==> config.mk <==
export PLATFORM = sky130hd
export DESIGN_NAME = alu_seq_flat
export DESIGN_NICKNAME = d
export VERILOG_FILES = /design/src/rtl/alu_seq_if.sv /design/src/rtl/alu_seq.sv /design/src/flat_wrapper.sv
export SDC_FILE = /design/constraint.sdc
export NUM_CORES = 1
export LEC_CHECK = 0
export CAP_MARGIN = 10
export CORE_MARGIN = 2
export CORE_UTILIZATION = 58
export DETAILED_ROUTE_END_ITERATION = 12
export PLACE_DENSITY = 0.9
export SYNTH_ARGS = -nofsm -noshare
export SYNTH_HDL_FRONTEND = slang
export SYNTH_SLANG_ARGS = --single-unit
==> constraint.sdc <==
create_clock -name clk -period 6.9 [get_ports clk]
set_input_delay 2.07 -clock clk [delete_from_list [all_inputs] [get_ports clk]]
set_output_delay 2.07 -clock clk [all_outputs]
set_load 0.01 [all_outputs]
==> src/rtl/alu_seq_if.sv <==
// Request/response bundle for alu_seq: operand/mode request with a ready/valid
// strobe, and the registered result, flags and status pulses coming back.
interface alu_seq_if #(
    parameter int WIDTH = 8
);
    logic             in_valid;
    logic             in_ready;
    logic [WIDTH-1:0] operand1;
    logic [WIDTH-1:0] operand2;
    logic [3:0]       mode;
    logic [WIDTH-1:0] out;
    logic [WIDTH-1:0] out_hi;
    logic             out_valid;
    logic [3:0]       flags;
    logic             flags_updated;
    logic             err;

    modport master (
        output in_valid, operand1, operand2, mode,
        input  in_ready, out, out_hi, out_valid, flags, flags_updated, err
    );

    modport slave (
        input  in_valid, operand1, operand2, mode,
        output in_ready, out, out_hi, out_valid, flags, flags_updated, err
    );
endinterface

==> src/rtl/alu_seq.sv <==
// Sequential ALU: single-cycle logic/arithmetic/shift ops plus an iterative
// shift-add multiplier that takes one partial-product bit per cycle.
module alu_seq #(
    parameter int WIDTH = 8
) (
    input  logic     clk,
    input  logic     rst_n,
    alu_seq_if.slave bus
);
    localparam logic [3:0] OP_ADD = 4'b0000;
    localparam logic [3:0] OP_SUB = 4'b0001;
    localparam logic [3:0] OP_AND = 4'b0010;
    localparam logic [3:0] OP_OR  = 4'b0011;
    localparam logic [3:0] OP_NOT = 4'b0100;
    localparam logic [3:0] OP_XOR = 4'b0101;
    localparam logic [3:0] OP_SHL = 4'b0110;
    localparam logic [3:0] OP_SHR = 4'b0111;
    localparam logic [3:0] OP_MUL = 4'b1000;

    localparam logic [WIDTH-1:0] LAST_STEP = WIDTH'(WIDTH - 1);
    localparam logic [WIDTH:0]   WIDTH_AMT = (WIDTH + 1)'(WIDTH);

    typedef enum logic {IDLE, MUL} state_t;

    state_t           state;
    logic [WIDTH-1:0] mcand;
    logic [WIDTH-1:0] acc_hi;
    logic [WIDTH-1:0] acc_lo;
    logic [WIDTH-1:0] step_cnt;

    logic [WIDTH-1:0] out_r;
    logic [WIDTH-1:0] out_hi_r;
    logic [3:0]       flags_r;
    logic             out_valid_r;
    logic             flags_updated_r;
    logic             err_r;

    logic             accept;
    logic [WIDTH-1:0] a;
    logic [WIDTH-1:0] b;
    logic [WIDTH-1:0] alu_res;
    logic             alu_c;
    logic             alu_v;
    logic             legal;
    logic             big_shift;
    logic [WIDTH:0]   sum;
    logic [WIDTH:0]   diff;
    logic [WIDTH:0]   shl_ext;
    logic [WIDTH:0]   shr_ext;
    logic [WIDTH:0]   step_sum;
    logic [WIDTH-1:0] next_hi;
    logic [WIDTH-1:0] next_lo;

    assign a      = bus.operand1;
    assign b      = bus.operand2;
    assign accept = bus.in_valid && bus.in_ready;

    assign bus.in_ready      = (state == IDLE);
    assign bus.out           = out_r;
    assign bus.out_hi        = out_hi_r;
    assign bus.flags         = flags_r;
    assign bus.out_valid     = out_valid_r;
    assign bus.flags_updated = flags_updated_r;
    assign bus.err           = err_r;

    // Shifts run one bit wider so the last bit shifted out lands in the extra position.
    always_comb begin
        alu_res   = '0;
        alu_c     = 1'b0;
        alu_v     = 1'b0;
        legal     = 1'b1;
        sum       = {1'b0, a} + {1'b0, b};
        diff      = {1'b0, a} - {1'b0, b};
        shl_ext   = {1'b0, a} << b;
        shr_ext   = {a, 1'b0} >> b;
        big_shift = ({1'b0, b} >= WIDTH_AMT);
        case (bus.mode)
            OP_ADD: begin
                alu_res = sum[WIDTH-1:0];
                alu_c   = sum[WIDTH];
                alu_v   = (a[WIDTH-1] == b[WIDTH-1]) && (sum[WIDTH-1] != a[WIDTH-1]);
            end
            OP_SUB: begin
                alu_res = diff[WIDTH-1:0];
                alu_c   = diff[WIDTH];
                alu_v   = (a[WIDTH-1] != b[WIDTH-1]) && (diff[WIDTH-1] != a[WIDTH-1]);
            end
            OP_AND: alu_res = a & b;
            OP_OR:  alu_res = a | b;
            OP_NOT: alu_res = ~a;
            OP_XOR: alu_res = a ^ b;
            OP_SHL: begin
                alu_res = big_shift ? '0 : shl_ext[WIDTH-1:0];
                alu_c   = !big_shift && shl_ext[WIDTH];
            end
            OP_SHR: begin
                alu_res = big_shift ? '0 : shr_ext[WIDTH:1];
                alu_c   = !big_shift && shr_ext[0];
            end
            OP_MUL: legal = 1'b1;
            default: legal = 1'b0;
        endcase
    end

    // One multiplier step: conditionally add the multiplicand, then shift {hi,lo} right.
    always_comb begin
        step_sum = {1'b0, acc_hi} + (acc_lo[0] ? {1'b0, mcand} : '0);
        next_hi  = step_sum[WIDTH:1];
        next_lo  = {step_sum[0], acc_lo[WIDTH-1:1]};
    end

    always_ff @(posedge clk or negedge rst_n) begin
        if (!rst_n) begin
            state           <= IDLE;
            mcand           <= '0;
            acc_hi          <= '0;
            acc_lo          <= '0;
            step_cnt        <= '0;
            out_r           <= '0;
            out_hi_r        <= '0;
            flags_r         <= '0;
            out_valid_r     <= 1'b0;
            flags_updated_r <= 1'b0;
            err_r           <= 1'b0;
        end else begin
            out_valid_r     <= 1'b0;
            flags_updated_r <= 1'b0;
            err_r           <= 1'b0;
            case (state)
                IDLE: begin
                    if (accept) begin
                        if (bus.mode == OP_MUL) begin
                            state    <= MUL;
                            mcand    <= a;
                            acc_hi   <= '0;
                            acc_lo   <= b;
                            step_cnt <= '0;
                        end else if (legal) begin
                            out_r           <= alu_res;
                            out_hi_r        <= '0;
                            flags_r         <= {alu_v, alu_res[WIDTH-1], (alu_res == '0), alu_c};
                            out_valid_r     <= 1'b1;
                            flags_updated_r <= 1'b1;
                        end else begin
                            out_r       <= '0;
                            out_hi_r    <= '0;
                            out_valid_r <= 1'b1;
                            err_r       <= 1'b1;
                        end
                    end
                end
                MUL: begin
                    acc_hi   <= next_hi;
                    acc_lo   <= next_lo;
                    step_cnt <= step_cnt + 1'b1;
                    if (step_cnt == LAST_STEP) begin
                        state           <= IDLE;
                        out_r           <= next_lo;
                        out_hi_r        <= next_hi;
                        flags_r         <= {1'b0, next_lo[WIDTH-1], (next_lo == '0), (next_hi != '0)};
                        out_valid_r     <= 1'b1;
                        flags_updated_r <= 1'b1;
                    end
                end
                default: state <= IDLE;
            endcase
        end
    end
endmodule

==> src/flat_wrapper.sv <==
// flat-port wrapper written by rule: the top's interface ports become plain ports
module alu_seq_flat 
#(
    parameter int WIDTH = 8
)
  (clk, rst_n, bus_in_valid, bus_operand1, bus_operand2, bus_mode, bus_in_ready, bus_out, bus_out_hi, bus_out_valid, bus_flags, bus_flags_updated, bus_err);
  alu_seq_if #(.WIDTH(WIDTH)) bus_i ();
  input  logic clk;
  input  logic rst_n;
  input wire logic [$bits(bus_i.in_valid)-1:0] bus_in_valid;
  input wire logic [$bits(bus_i.operand1)-1:0] bus_operand1;
  input wire logic [$bits(bus_i.operand2)-1:0] bus_operand2;
  input wire logic [$bits(bus_i.mode)-1:0] bus_mode;
  output wire logic [$bits(bus_i.in_ready)-1:0] bus_in_ready;
  output wire logic [$bits(bus_i.out)-1:0] bus_out;
  output wire logic [$bits(bus_i.out_hi)-1:0] bus_out_hi;
  output wire logic [$bits(bus_i.out_valid)-1:0] bus_out_valid;
  output wire logic [$bits(bus_i.flags)-1:0] bus_flags;
  output wire logic [$bits(bus_i.flags_updated)-1:0] bus_flags_updated;
  output wire logic [$bits(bus_i.err)-1:0] bus_err;
  assign bus_i.in_valid = bus_in_valid;
  assign bus_i.operand1 = bus_operand1;
  assign bus_i.operand2 = bus_operand2;
  assign bus_i.mode = bus_mode;
  assign bus_in_ready = bus_i.in_ready;
  assign bus_out = bus_i.out;
  assign bus_out_hi = bus_i.out_hi;
  assign bus_out_valid = bus_i.out_valid;
  assign bus_flags = bus_i.flags;
  assign bus_flags_updated = bus_i.flags_updated;
  assign bus_err = bus_i.err;
  alu_seq #(.WIDTH(WIDTH)) u_core (.clk(clk), .rst_n(rst_n), .bus(bus_i));
endmodule
# Word-level counts from Yosys, hierarchy flattened
# Cells that the tools add are included.
# W data, S select, Z words.
[totals] input_bits=23 reg_bits=56
[op_classes] muxes=44 n_reduce_logical=15 n_shift=2 eq_ne=18 order_cmp=1 bitwise=5 add_sub_neg=4
[op_table] operator="$mux W8" n=14
[op_table] operator="$pmux W8 S2" n=5
[op_table] operator="$pmux W8 S8" n=1
[op_table] operator="$eq A4 B3 Y1 const B" n=4
[op_table] operator="$logic_not A8 Y1" n=2
[op_table] operator="$mux W4" n=4
[op_table] operator="$mux W1" n=14
[op_table] operator="$ne A2 B2 Y1 const B" n=5
[op_table] operator="$add A8 B8 Y9" n=1
[op_table] operator="$add A8 B9 Y9" n=1
[op_table] operator="$reduce_or A9 Y1" n=1
[op_table] operator="$shl A8 B8 Y9" n=1
[op_table] operator="$shr A9 B8 Y9" n=1
[op_table] operator="$sub A8 B8 Y9" n=1
[op_table] operator="$add A8 B1 Y8 const B" n=1
[op_table] operator="$and A8 B8 Y8" n=1
[op_table] operator="$eq A4 B2 Y1 const B" n=2
[op_table] operator="$eq A8 B3 Y1 const B" n=1
[op_table] operator="$ge A8 B4 Y1 const B" n=1
[op_table] operator="$not A8 Y8" n=1
[op_table] operator="$or A8 B8 Y8" n=1
[op_table] operator="$pmux W1 S2" n=4
[op_table] operator="$pmux W4 S2" n=1
[op_table] operator="$reduce_bool A8 Y1" n=1
[op_table] operator="13 further kinds" n=20

# Longest topological paths before layout
# Gate-level depths: netlist (run 1).
[depth] ltp_word=8 depth_mapped=11 ltp_nobuf=10

# Least setup slack after synthesis (run 1)
# OpenSTA, ideal clock, no wires.
[synth_path] path_type="input-to-reg" startpoint="input port bus_operand2[1]" endpoint="register u_core.flags_r[1] (netlist: u_core.bus.flags[1])" arrival_ns=4.569 slack_ns=2.221 setup_time_ns=0.110 path_stages=11 path_cell_list="buf_2 buf_2 inv_1 ha_1 or2_2 a211o_1 a211oi_1 o31a_1 a32oi_1 or3_1 o41ai_1"
[synth_via] elab_chain_len=8 elab_cells_between_ends=16 cone_classes="add/sub: 2; order compare: 1; shift: 2; mux: 7; bitwise: 3; reduce/logical: 1"
[synth_rtl] item="start: declaration" line_no="flat_wrapper.sv:12" text="input wire logic [$bits(bus_i.operand2)-1:0] bus_operand2;"
[synth_rtl] item="$ge A8 B4 Y1, or another cell as far along" line_no="alu_seq.sv:76" text="big_shift = ({1'b0, b} >= WIDTH_AMT);"
[synth_rtl] item="$mux W8, on equally long branches" line_no="alu_seq.sv:97, alu_seq.sv:93"
[synth_rtl] item="$pmux W8 S8 *" line_no="alu_seq.sv:77" text="case (bus.mode)"
[synth_rtl] item="$logic_not A8 Y1 *" line_no="alu_seq.sv:141" text="flags_r <= {alu_v, alu_res[WIDTH-1], (alu_res == '0), alu_c};"
[synth_rtl] item="$mux W4 *" line_no="alu_seq.sv:138" text="end else if (legal) begin"
[synth_rtl] item="$mux W4 *" line_no="alu_seq.sv:132" text="if (bus.mode == OP_MUL) begin"
[synth_rtl] item="$mux W4 *" line_no="alu_seq.sv:131" text="if (accept) begin"
[synth_rtl] item="$pmux W4 S2 *" line_no="alu_seq.sv:129" text="case (state)"
[synth_rtl] item="end signal: assignment" line_no="alu_seq.sv:141"
[synth_rtl] item="end signal: assignment" line_no="alu_seq.sv:160" text="flags_r <= {1'b0, next_lo[WIDTH-1], (next_lo == '0), (next_hi != '0)};"
[synth_rtl] item="end: declaration" line_no="alu_seq.sv:33" text="logic [3:0] flags_r;"
# Mark *: on every way between the ends. The rest lies on a longest branch, timed or not. The select of a mux whose other input is x is not followed.
# A chain may end at the register's enable or synchronous reset.

# Final worst setup path (run 1)
[layout_path] startpoint="input port bus_operand2[2]" endpoint="register u_core.flags_r[1] (netlist: u_core.bus.flags[1])"
# Same word-level chain as after synthesis.

==> results of run 1 <==
## where the power goes
| group | leakage [nW] | internal [mW] | switching (mW) |
|---|---|---|---|
| clock network | 0.0455 | 0.0821 | 0.101 |
| registers | 0.694 | 0.463 | 0.102 |
| logic | 1.51 | 0.358 | 0.464 |
| total | 2.25 | 0.904 | 0.666 |
## synthesized netlist by cell type (all sizes together), types with 4 or more instances
cell type / instances / area [sq um]
or4: 4 / 33.8
and2: 13 / 81.3
a21oi: 36 / 180
nand2: 79 / 297
a21o: 5 / 37.5
dfrtp: 56 / 1400
xnor2: 5 / 43.8
nor3: 9 / 45.0
mux4: 11 / 248
clkbuf: 29 / 109
nor2b: 6 / 37.5
nor4: 10 / 77.6
o21ai: 44 / 220
a211oi: 7 / 52.6
buf: 7 / 41.3
nor2: 35 / 131
o31ai: 12 / 90.1
ha: 33 / 413
xor2: 5 / 43.8
inv: 30 / 113
o22ai: 12 / 75.1
and3: 4 / 26.3
mux2i: 12 / 120
nand3: 7 / 35.0
or3: 4 / 25.0
## metal layers
metal  track usage [%]  vias to the layer above  wire (um)  part of all wire [%]
met1              38.7                     2130       5340                    42
met5                 0                        -          0                     0
met4              13.2                        0        459                   3.6
met2              50.4                      231       6070                    48
li1                  -                     2038          -                     -
met3              3.38                       33        908                   7.1
## final timing paths
check / to / cells after the start / slack, ns
hold reg to reg: u_core.mcand[3]$_DFFE_PN0P_ / 2 / 0.48
setup reg to reg: u_core.bus.flags[0]$_DFFE_PN0P_ / 8 / 3.85
hold / removal: u_core.mcand[3]$_DFFE_PN0P_ / 2 / 0.48
min in group asynchronous: u_core.acc_hi[4]$_DFFE_PN0P_ / 2 / 1.88
max in group asynchronous: u_core.mcand[1]$_DFFE_PN0P_ / 2 / 4.58
setup / recovery: u_core.bus.flags[1]$_DFFE_PN0P_ / 10 / 1.48
## worst max-delay path, stage by stage
cell             delay [ns]
clkdlybuf4s50_1        0.76
clkinv_1               0.42
ha_1                   0.51
nor2b_1                0.19
a211o_1                0.29
a211oi_1               0.42
o31a_1                 0.19
a32oi_1                0.07
or3_1                  0.39
o41ai_1                0.31
## cell families (layout without fill, tap and decap cells)
kind of cell,Yosys count,count (layout),share of synthesized area (%)
AND/OR/NAND/NOR,196,196,21.5
AO/OA/AOI/OAI,158,158,21.9
buffers and inverters,67,90,5.74
flip-flops,56,56,30.2
adder cells (fa/ha/maj),36,36,10.2
multiplexers,26,26,8.65
XOR/XNOR,10,10,1.89
## final cells by class
type,instances,area [sq um]
clock buffers,8,90.1
inverters,31,116
flip-flops and latches,56,1400
multi-input cells,426,2980
repair buffers,51,493
fillers,620,2520
well taps,102,128
## stage by stage
stage	cells	area (sq um)	util [%]	hold WS, ns
2_1_floorplan	549	4640	-	0.442
3_3_place_gp	666	5120	66.2	0.454
3_5_place_dp	666	5120	66.2	0.463
4_1_cts	674	5210	67.4	0.483
5_1_grt	674	5210	67.4	0.515
6_report	674	5210	67.4	0.483
## sequential cells by signal, indices dropped and copies added (netlist names)
register and count:
u_core.acc_hi 8, u_core.acc_lo 8, u_core.bus.err 1, u_core.bus.flags 4, u_core.bus.flags_updated 1, u_core.bus.out 8
u_core.bus.out_hi 8, u_core.bus.out_valid 1, u_core.mcand 8, u_core.state 1, u_core.step_cnt 8
==> key figures, run 1 <==
Die
  • Core footprint: between 7000 and 8000 sq um
  • Row count: 32
  • Die width: 93.5 um
  • # IOs: 47
  • Die area: 8740 sq um
  • Initial Util: 60.1%
  • Die H: 93.5 um

Status
  • Status: complete, no violations

Worst setup path
  • Critical path launch point type: input pin
  • Max Fanout on Critical Path: 13
  • Setup CP Type: input pin to flop
  • Critical Path Start: bus_operand2[2]
  • CP Capture Type: flop
  • Crit path required time: between 7 and 8 ns
  • Crit path arrival time: ~5.6 ns
  • Worst r2r src: u_core.state$_DFF_PN0_

Routing
  • Detailed Route Iter0 Violations: 336
  • Router iterations before antenna repair: 5
  • Total wire length: 12.8 mm
  • WL per Instance: 19.0 um
  • DRC viols: 0
  • DR vias: ~4,400
  • Antenna viol nets, final: 0
  • Vias per std cell: 6.58

Timing
  • Final WS setup: 1.48 ns
  • Final setup fails: 0
  • Normalized max-slew margin: between 20% and 30%
  • Layout Skew: 0.00566 ns
  • Final TNS setup: 0 ns
  • Actual slew at the worst max-slew pin: roughly 1.1 ns
  • Final Slew Violations: 0
  • Final Cycle Share: 78.5%
  • Minimum clock period: 5.42 ns
  • RSZ-0062 raised after global routing: no
  • Final Hold Vio Count: 0
  • Fmax: 185 MHz

Global routing
  • Antenna violations before repair: 0
  • Total grt overflow: 0
  • Largest net degree at the start of global routing: 57
  • Vias in the first global route: 4,137
  • First-pass GRT wire length: around 20 mm
  • Gr usage total: 29.9%

Cells and area
  • Area Overhead vs Synth: 12.1%
  • Nets: 630
  • Number of inserted diodes: 0
  • Most frequent cells in the layout: nand2_1, dfrtp_1, clkdlybuf4s50_1
  • Most common cell after layout, fill and taps aside: nand2_1
  • Share of post-route cells with drive strength above 1: 6.12%

CTS
  • Number of gates given a new drive strength after cts: 0
  • Setup repair bufs after CTS: 0
  • CTS Sinks: 56
  • Clk Latency, worst-skew pair: about 0.31 ns
  • Hold-fix buffers, CTS: 0
  • Clock-pin slew on the worst setup and hold paths: ~0.09 ns
  • CTS tree: built
  • Max Root-Sink Buffers: 2
  • Clock Tree Root: clkbuf_8
  • # H-tree levels: 2
  • CTS Buf Count: 5

Pwr
  • Tot Pwr: about 1.6 mW
  • PwrDens: 301 nW/um^2
  • Peak VDD IR: 0.136 mV
  • Leakage power: 2.25 nW

Logic synthesis
  • Syn avg cell area: roughly 8.5 sq um
  • Mapped Cells: approximately 550
  • Mapped cell area: 4640 sq um
  • Seq/Total Area, Yosys: about 30%
  • Main synth FF type: dfrtp_1
  • Asr flop ratio synth: 100%
  • EDFF count, synth: 0
  • Synth unique cells: 67
  • Syn. warnings: 0
  • Mapped Nets: 608
  • Yosys reg bits: 56

Place
  • Post-DP HPWL: 9.58 mm
  • Worst slack at placement: around 1.3 ns
  • Placer Congestion: 0.983
  • # port buffers: between 40 and 50

Flow run
  • MaxCap Viol Count: 0

Worst hold path
  • Hold Path Origin: u_core.mcand[3]$_DFFE_PN0P_
  • Hold Path Class: flop to flop
Power figures use the tool's default switching activity.
==> inputs of run 2 (changes only) <==
==> constraint.sdc (replaced) <==
create_clock -name clk -period 5.17 [get_ports clk]
set_input_delay 1.551 -clock clk [delete_from_list [all_inputs] [get_ports clk]]
set_output_delay 1.551 -clock clk [all_outputs]
set_load 0.01 [all_outputs]
==> key figures, run 2 (same netlist as run 1, synthesis figures left out) <==
Status
  • Status: complete, no violations

Place
  • Dpl cell area: 5260 sq um (+2.8%)
  • Placed instance count: 685 (+2.9%)
  • Post-DP HPWL: 10.1 mm (+5.4%)
  • Placer Congestion: 0.956 (-2.7%)
  • # port buffers: 46 (unchanged)
  • Worst slack at placement: 0.541 ns (-0.727 ns)

Timing
  • Final setup fails: 0 (unchanged)
  • Final TNS setup: 0 ns (unchanged)
  • Normalized max-slew margin: 39.6% (+11 points)
  • Fmax: 229 MHz
  • Layout Skew: 0.00626 ns (+0.000600 ns)
  • RSZ-0062 raised after global routing: no
  • Final Slew Violations: 0 (unchanged)
  • Final Hold Vio Count: 0 (unchanged)
  • Final WS setup: 0.797 ns (-0.688 ns)
  • Final Cycle Share: 84.6%
  • Worst hold slack: 0.481 ns (-0.00130 ns)
  • Actual slew at the worst max-slew pin: 0.893 ns (-0.173 ns)
  • Minimum clock period: 4.37 ns

Cells and area
  • Fillers: 609 (-1.8%)
  • Nets: 649 (+3.0%)
  • Post-layout util: 69.5% (+2.1 points)
  • Most frequent cells in the layout: nand2_1, dfrtp_1, clkdlybuf4s50_1
  • Number of inserted diodes: 0 (unchanged)
  • Area Overhead vs Synth: 15.7%
  • Post-Layout Cell Count: 693 (+2.8%)
  • Share of post-route cells with drive strength above 1: 9.48% (+3.4 points)
  • Cell area after layout: 5370 sq um (+3.1%)
  • Most common cell after layout, fill and taps aside: nand2_1

Worst setup path
  • R2r setup slk: 2.29 ns (-1.56 ns)
  • Max Fanout on Critical Path: 8 (-5)
  • R2R cell count: 9 (+1)
  • Worst r2r src: u_core.acc_lo[0]$_DFFE_PN0P_
  • Crit path arrival time: 4.57 ns (-1.05 ns)
  • Setup CP Type: input pin to flop
  • Crit path required time: 5.37 ns (-1.73 ns)
  • Critical path launch point type: input pin
  • Reg-to-reg endpoint: u_core.bus.flags[0]$_DFFE_PN0P_
  • CP Capture Type: flop

Pwr
  • Tot Pwr: 2.14 mW (+36%)
  • Gate power share: 51.6% (-0.8 points)
  • Sw frac: 41.5% (-0.87 points)
  • Clock power share: 13.2% (+1.6 points)
  • Leakage power: 2.35 nW (+4.5%)
  • Peak VDD IR: 0.173 mV (+28%)
  • PwrDens: 399 nW/um^2 (+32%)
  • Sw Pwr: 890 uW (+34%)
  • Seq pwr share: 35.2% (-0.8 points)
  • Internal: 1.25 mW (+39%)

Global routing
  • Gr usage total: 31.2% (+1.3 points)
  • Largest net degree at the start of global routing: 57 (unchanged)
  • First-pass GRT wire length: 21.6 mm (+5.7%)
  • Vias in the first global route: 4,254 (+2.8%)
  • Total grt overflow: 0 (unchanged)
  • Antenna violations before repair: 0 (unchanged)

CTS
  • Setup repair bufs after CTS: 0 (unchanged)
  • Hold-fix buffers, CTS: 0 (unchanged)
  • Number of gates given a new drive strength after cts: 0 (unchanged)
  • CTS Sinks: 56 (unchanged)
  • CTS Buf Count: 5 (unchanged)
  • # H-tree levels: 2 (unchanged)
  • Max Root-Sink Buffers: 2 (unchanged)
  • Clk Latency, worst-skew pair: 0.31 ns (about the same)
  • CTS tree: built
  • Clock-pin slew on the worst setup and hold paths: 0.09 ns (about the same)
  • Clock Tree Root: clkbuf_8

Worst hold path
  • Hold Crit Depth: 2 (unchanged)
  • Hold Path Class: flop to flop
  • Worst Hold End: u_core.mcand[5]$_DFFE_PN0P_
  • Hold Path Origin: u_core.mcand[5]$_DFFE_PN0P_

Die
  • Core footprint: 7730 sq um (unchanged)
  • Die H: 93.5 um (unchanged)
  • Row count: 32 (unchanged)
  • Die area: 8740 sq um (unchanged)
  • Initial Util: 60.1% (unchanged)
  • Die width: 93.5 um (unchanged)
  • # IOs: 47 (unchanged)

Routing
  • Total wire length: 13.3 mm (+4.1%)
  • Detailed Route Iter0 Violations: 384 (+14%)
  • DR vias: 4,567 (+3.0%)
  • Vias per std cell: 6.59 (+0.22%)
  • WL per Instance: 19.2 um (+1.2%)
  • Antenna viol nets, final: 0 (unchanged)
  • DRC viols: 0 (unchanged)
  • Router iterations before antenna repair: 5 (unchanged)

Flow run
  • MaxCap Viol Count: 0 (unchanged)
## run 2: worst max-delay path, cell delays in order
cell and delay (ns):
clkdlybuf4s50_1 0.63, inv_1 0.15, ha_1 0.23, fa_1 0.41, o21bai_1 0.19, a21oi_1 0.13
o31a_1 0.28, a221o_1 0.31, a211o_1 0.32, o41ai_1 0.36
## run 2: final cells by class
class	count	area (sq um)	share of cell area [%]
multi-input cells	426	2980	55.5
flip-flops and latches	56	1400	26.1
repair buffers	70	636	11.8
well taps	102	128	2.38
inverters	31	116	2.17
clock buffers	5	68.8	1.28
clock inverters	3	42.5	0.792
## run 2: how the worst max path moves through the flow
| stage | slack (ns) | cells past startpoint | to | start |
|---|---|---|---|---|
| after global routing | 0.62 | 10 | u_core.bus.flags[1]$_DFFE_PN0P_ | bus_operand1[0] |
| after global placement | 0.65 | 10 | u_core.bus.flags[1]$_DFFE_PN0P_ | bus_operand1[0] |
| after detailed placement | 0.54 | 10 | u_core.bus.flags[1]$_DFFE_PN0P_ | bus_operand1[0] |
| after floorplan | 1.01 | 11 | u_core.bus.flags[1]$_DFFE_PN0P_ | bus_operand2[1] |
| final | 0.80 | 10 | u_core.bus.flags[1]$_DFFE_PN0P_ | bus_operand1[0] |
| after CTS | 0.85 | 10 | u_core.bus.flags[1]$_DFFE_PN0P_ | bus_operand1[0] |
## run 2: power by group through the flow
stage / Sequential [mW] / Combinational, mW / Clock [mW]
floorplan: 0.751 / 0.700 / 0
global placement: 0.746 / 1.04 / 0
detailed placement: 0.757 / 1.09 / 0
CTS: 0.750 / 1.10 / 0.285
global route: 0.772 / 1.23 / 0.299
finish: 0.754 / 1.11 / 0.282
## run 2: routing by layer
layer | part of all wire (%) | global-route usage (%) | vias up
li1 | - | - | 2086
met1 | 39 | 40.9 | 2175
met2 | 50 | 54.1 | 280
met3 | 8.6 | 2.10 | 26
met4 | 2.7 | 11.5 | 0
met5 | 0 | 0 | -
==> inputs of run 3 (changes only) <==
==> constraint.sdc (replaced) <==
create_clock -name clk -period 4.3 [get_ports clk]
set_input_delay 1.29 -clock clk [delete_from_list [all_inputs] [get_ports clk]]
set_output_delay 1.29 -clock clk [all_outputs]
set_load 0.01 [all_outputs]
==> key figures, run 3 (same netlist as run 1, synthesis figures left out) <==
Status
  • Status: complete, no violations

CTS
  • Number of gates given a new drive strength after cts: 0 (unchanged)
  • CTS tree: built
  • # H-tree levels: 2 (unchanged)
  • Setup repair bufs after CTS: 0 (unchanged)
  • Clk Latency, worst-skew pair: 0.31 ns (about the same)
  • CTS Buf Count: 5 (unchanged)
  • Max Root-Sink Buffers: 2 (unchanged)
  • Hold-fix buffers, CTS: 0 (unchanged)
  • Clock-pin slew on the worst setup and hold paths: 0.09 ns (about the same)
  • CTS Sinks: 56 (unchanged)
  • Clock Tree Root: clkbuf_8

Cells and area
  • Most common cell after layout, fill and taps aside: nand2_1
  • Post-Layout Cell Count: 705 (+1.7%)
  • Nets: 662 (+2.0%)
  • Area Overhead vs Synth: 18.1%
  • Share of post-route cells with drive strength above 1: 11.3% (+1.8 points)
  • Most frequent cells in the layout: nand2_1, dfrtp_1, clkdlybuf4s50_1
  • Number of inserted diodes: 0 (unchanged)
  • Cell area after layout: 5490 sq um (+2.1%)

Timing
  • Final WS setup: 0.345 ns (-0.452 ns)
  • Final setup fails: 0 (unchanged)
  • Actual slew at the worst max-slew pin: 0.811 ns (-0.0824 ns)
  • Final TNS setup: 0 ns (unchanged)
  • RSZ-0062 raised after global routing: no
  • Final Hold Vio Count: 0 (unchanged)
  • Fmax: about 250 MHz
  • Normalized max-slew margin: 45.9% (+6.3 points)
  • Final Slew Violations: 0 (unchanged)
  • Final Cycle Share: 92.0%
  • Minimum clock period: 3.96 ns
  • Layout Skew: 0.00719 ns (+0.000929 ns)

Global routing
  • Gr usage total: 30.6% (-0.55 points)
  • First-pass GRT wire length: 21.2 mm (-2.1%)
  • Largest net degree at the start of global routing: 38 (-33%)
  • Vias in the first global route: 4,290 (+0.85%)
  • Antenna violations before repair: 0 (unchanged)
  • Total grt overflow: 0 (unchanged)

Pwr
  • Leakage power: 2.42 nW (+3.1%)
  • Internal: 1.58 mW (+26%)
  • Sw frac: 40.5% (-1.0 points)
  • Seq pwr share: 34.1% (-1.1 points)
  • PwrDens: 482 nW/um^2 (+21%)
  • Gate power share: 50.9% (-0.7 points)
  • Clock power share: 15.0% (+1.8 points)
  • Sw Pwr: 1.07 mW (+20%)
  • Peak VDD IR: 0.194 mV (+12%)

Routing
  • Detailed Route Iter0 Violations: 404 (+5.2%)
  • WL per Instance: 18.3 um (-4.4%)
  • Total wire length: 12.9 mm (-2.8%)
  • DRC viols: 0 (unchanged)
  • Antenna viol nets, final: 0 (unchanged)
  • Vias per std cell: 6.45 (-2.2%)
  • DR vias: 4,546 (-0.46%)
  • Router iterations before antenna repair: 5 (unchanged)

Die
  • Initial Util: 60.1% (unchanged)
  • Die width: 93.5 um (unchanged)
  • Die H: 93.5 um (unchanged)
  • Row count: 32 (unchanged)
  • # IOs: 47 (unchanged)
  • Die area: 8740 sq um (unchanged)
  • Core footprint: 7730 sq um (unchanged)

Place
  • Placer Congestion: 1.00 (+4.8%)
  • Post-DP HPWL: 9.96 mm (-1.3%)
  • # port buffers: 46 (unchanged)
  • Placed instance count: 698 (+1.9%)
  • Worst slack at placement: 0.0692 ns (-0.472 ns)
  • Dpl cell area: 5360 sq um (+1.9%)

Worst hold path
  • Hold Crit Depth: 2 (unchanged)
  • Hold Path Class: flop to flop

Worst setup path
  • Setup CP Type: input pin to flop
  • Crit path arrival time: 4.16 ns (-0.41 ns)
  • R2R cell count: 9 (unchanged)
  • Max Fanout on Critical Path: 4 (-4)
  • CP Capture Type: flop
  • Critical path launch point type: input pin
  • Crit path required time: 4.51 ns (-0.86 ns)

Flow run
  • MaxCap Viol Count: 0 (unchanged)
run 3: cell type report:
type                    instances  area, sq um
fillers                       587         2240
well taps                     102          128
clock inverters                 2         60.1
inverters                      31          116
flip-flops and latches         56         1400
multi-input cells             426         2980
clock buffers                   5         68.8
repair buffers                 83          733
run 3: path summary, 6_finish.rpt:
check                                             startpoint                          endpoint  slack, ns
worst min register to register   u_core.mcand[5]$_DFFE_PN0P_       u_core.mcand[5]$_DFFE_PN0P_       0.48
worst max-delay path                         bus_operand1[1]   u_core.bus.flags[1]$_DFFE_PN0P_       0.34
worst max register to register  u_core.acc_lo[0]$_DFFE_PN0P_   u_core.bus.flags[0]$_DFFE_PN0P_       1.44
max in group asynchronous                              rst_n     u_core.bus.out[5]$_DFFE_PN0P_       2.46
min in group asynchronous                              rst_n  u_core.bus.out_hi[4]$_DFFE_PN0P_       1.05
worst min-delay path             u_core.mcand[5]$_DFFE_PN0P_       u_core.mcand[5]$_DFFE_PN0P_       0.48
run 3: critical path: stages:
cell and delay (ns):
clkdlybuf4s50_1 0.47, inv_1 0.12, ha_1 0.33, or2_2 0.30
a211o_1 0.29, a211oi_1 0.40, o31a_1 0.20, a32oi_1 0.08
or3_1 0.39, o41ai_1 0.30
run 3: power by group through the flow:
stage / registers (mW) / logic (mW) / clock network, mW
detailed placement: 0.906 / 1.32 / 0
CTS: 0.898 / 1.34 / 0.401
finish: 0.902 / 1.35 / 0.397
global placement: 0.897 / 1.27 / 0
global route: 0.926 / 1.49 / 0.421
floorplan: 0.903 / 0.842 / 0
run 3: metrics by stage:
| stage | hold WS (ns) | util [%] | power [mW] |
|---|---|---|---|
| after floorplan | 0.442 | - | 1.75 |
| after global placement | 0.457 | 69.3 | 2.16 |
| after detailed placement | 0.463 | 69.3 | 2.23 |
| after CTS | 0.485 | 71.0 | 2.64 |
| after global routing | 0.517 | 71.0 | 2.84 |
| final | 0.479 | 71.0 | 2.65 |
run 3: per-layer routing:
metal / part of all wire [%] / vias to the layer above / track usage [%] / wire (um)
met2: 47 / 266 / 51.3 / 6070
li1: - / 2099 / - / -
met5: 0 / - / 0 / 0
met1: 40 / 2131 / 39.6 / 5190
met4: 4.7 / 0 / 15.0 / 608
met3: 8.2 / 50 / 3.14 / 1060
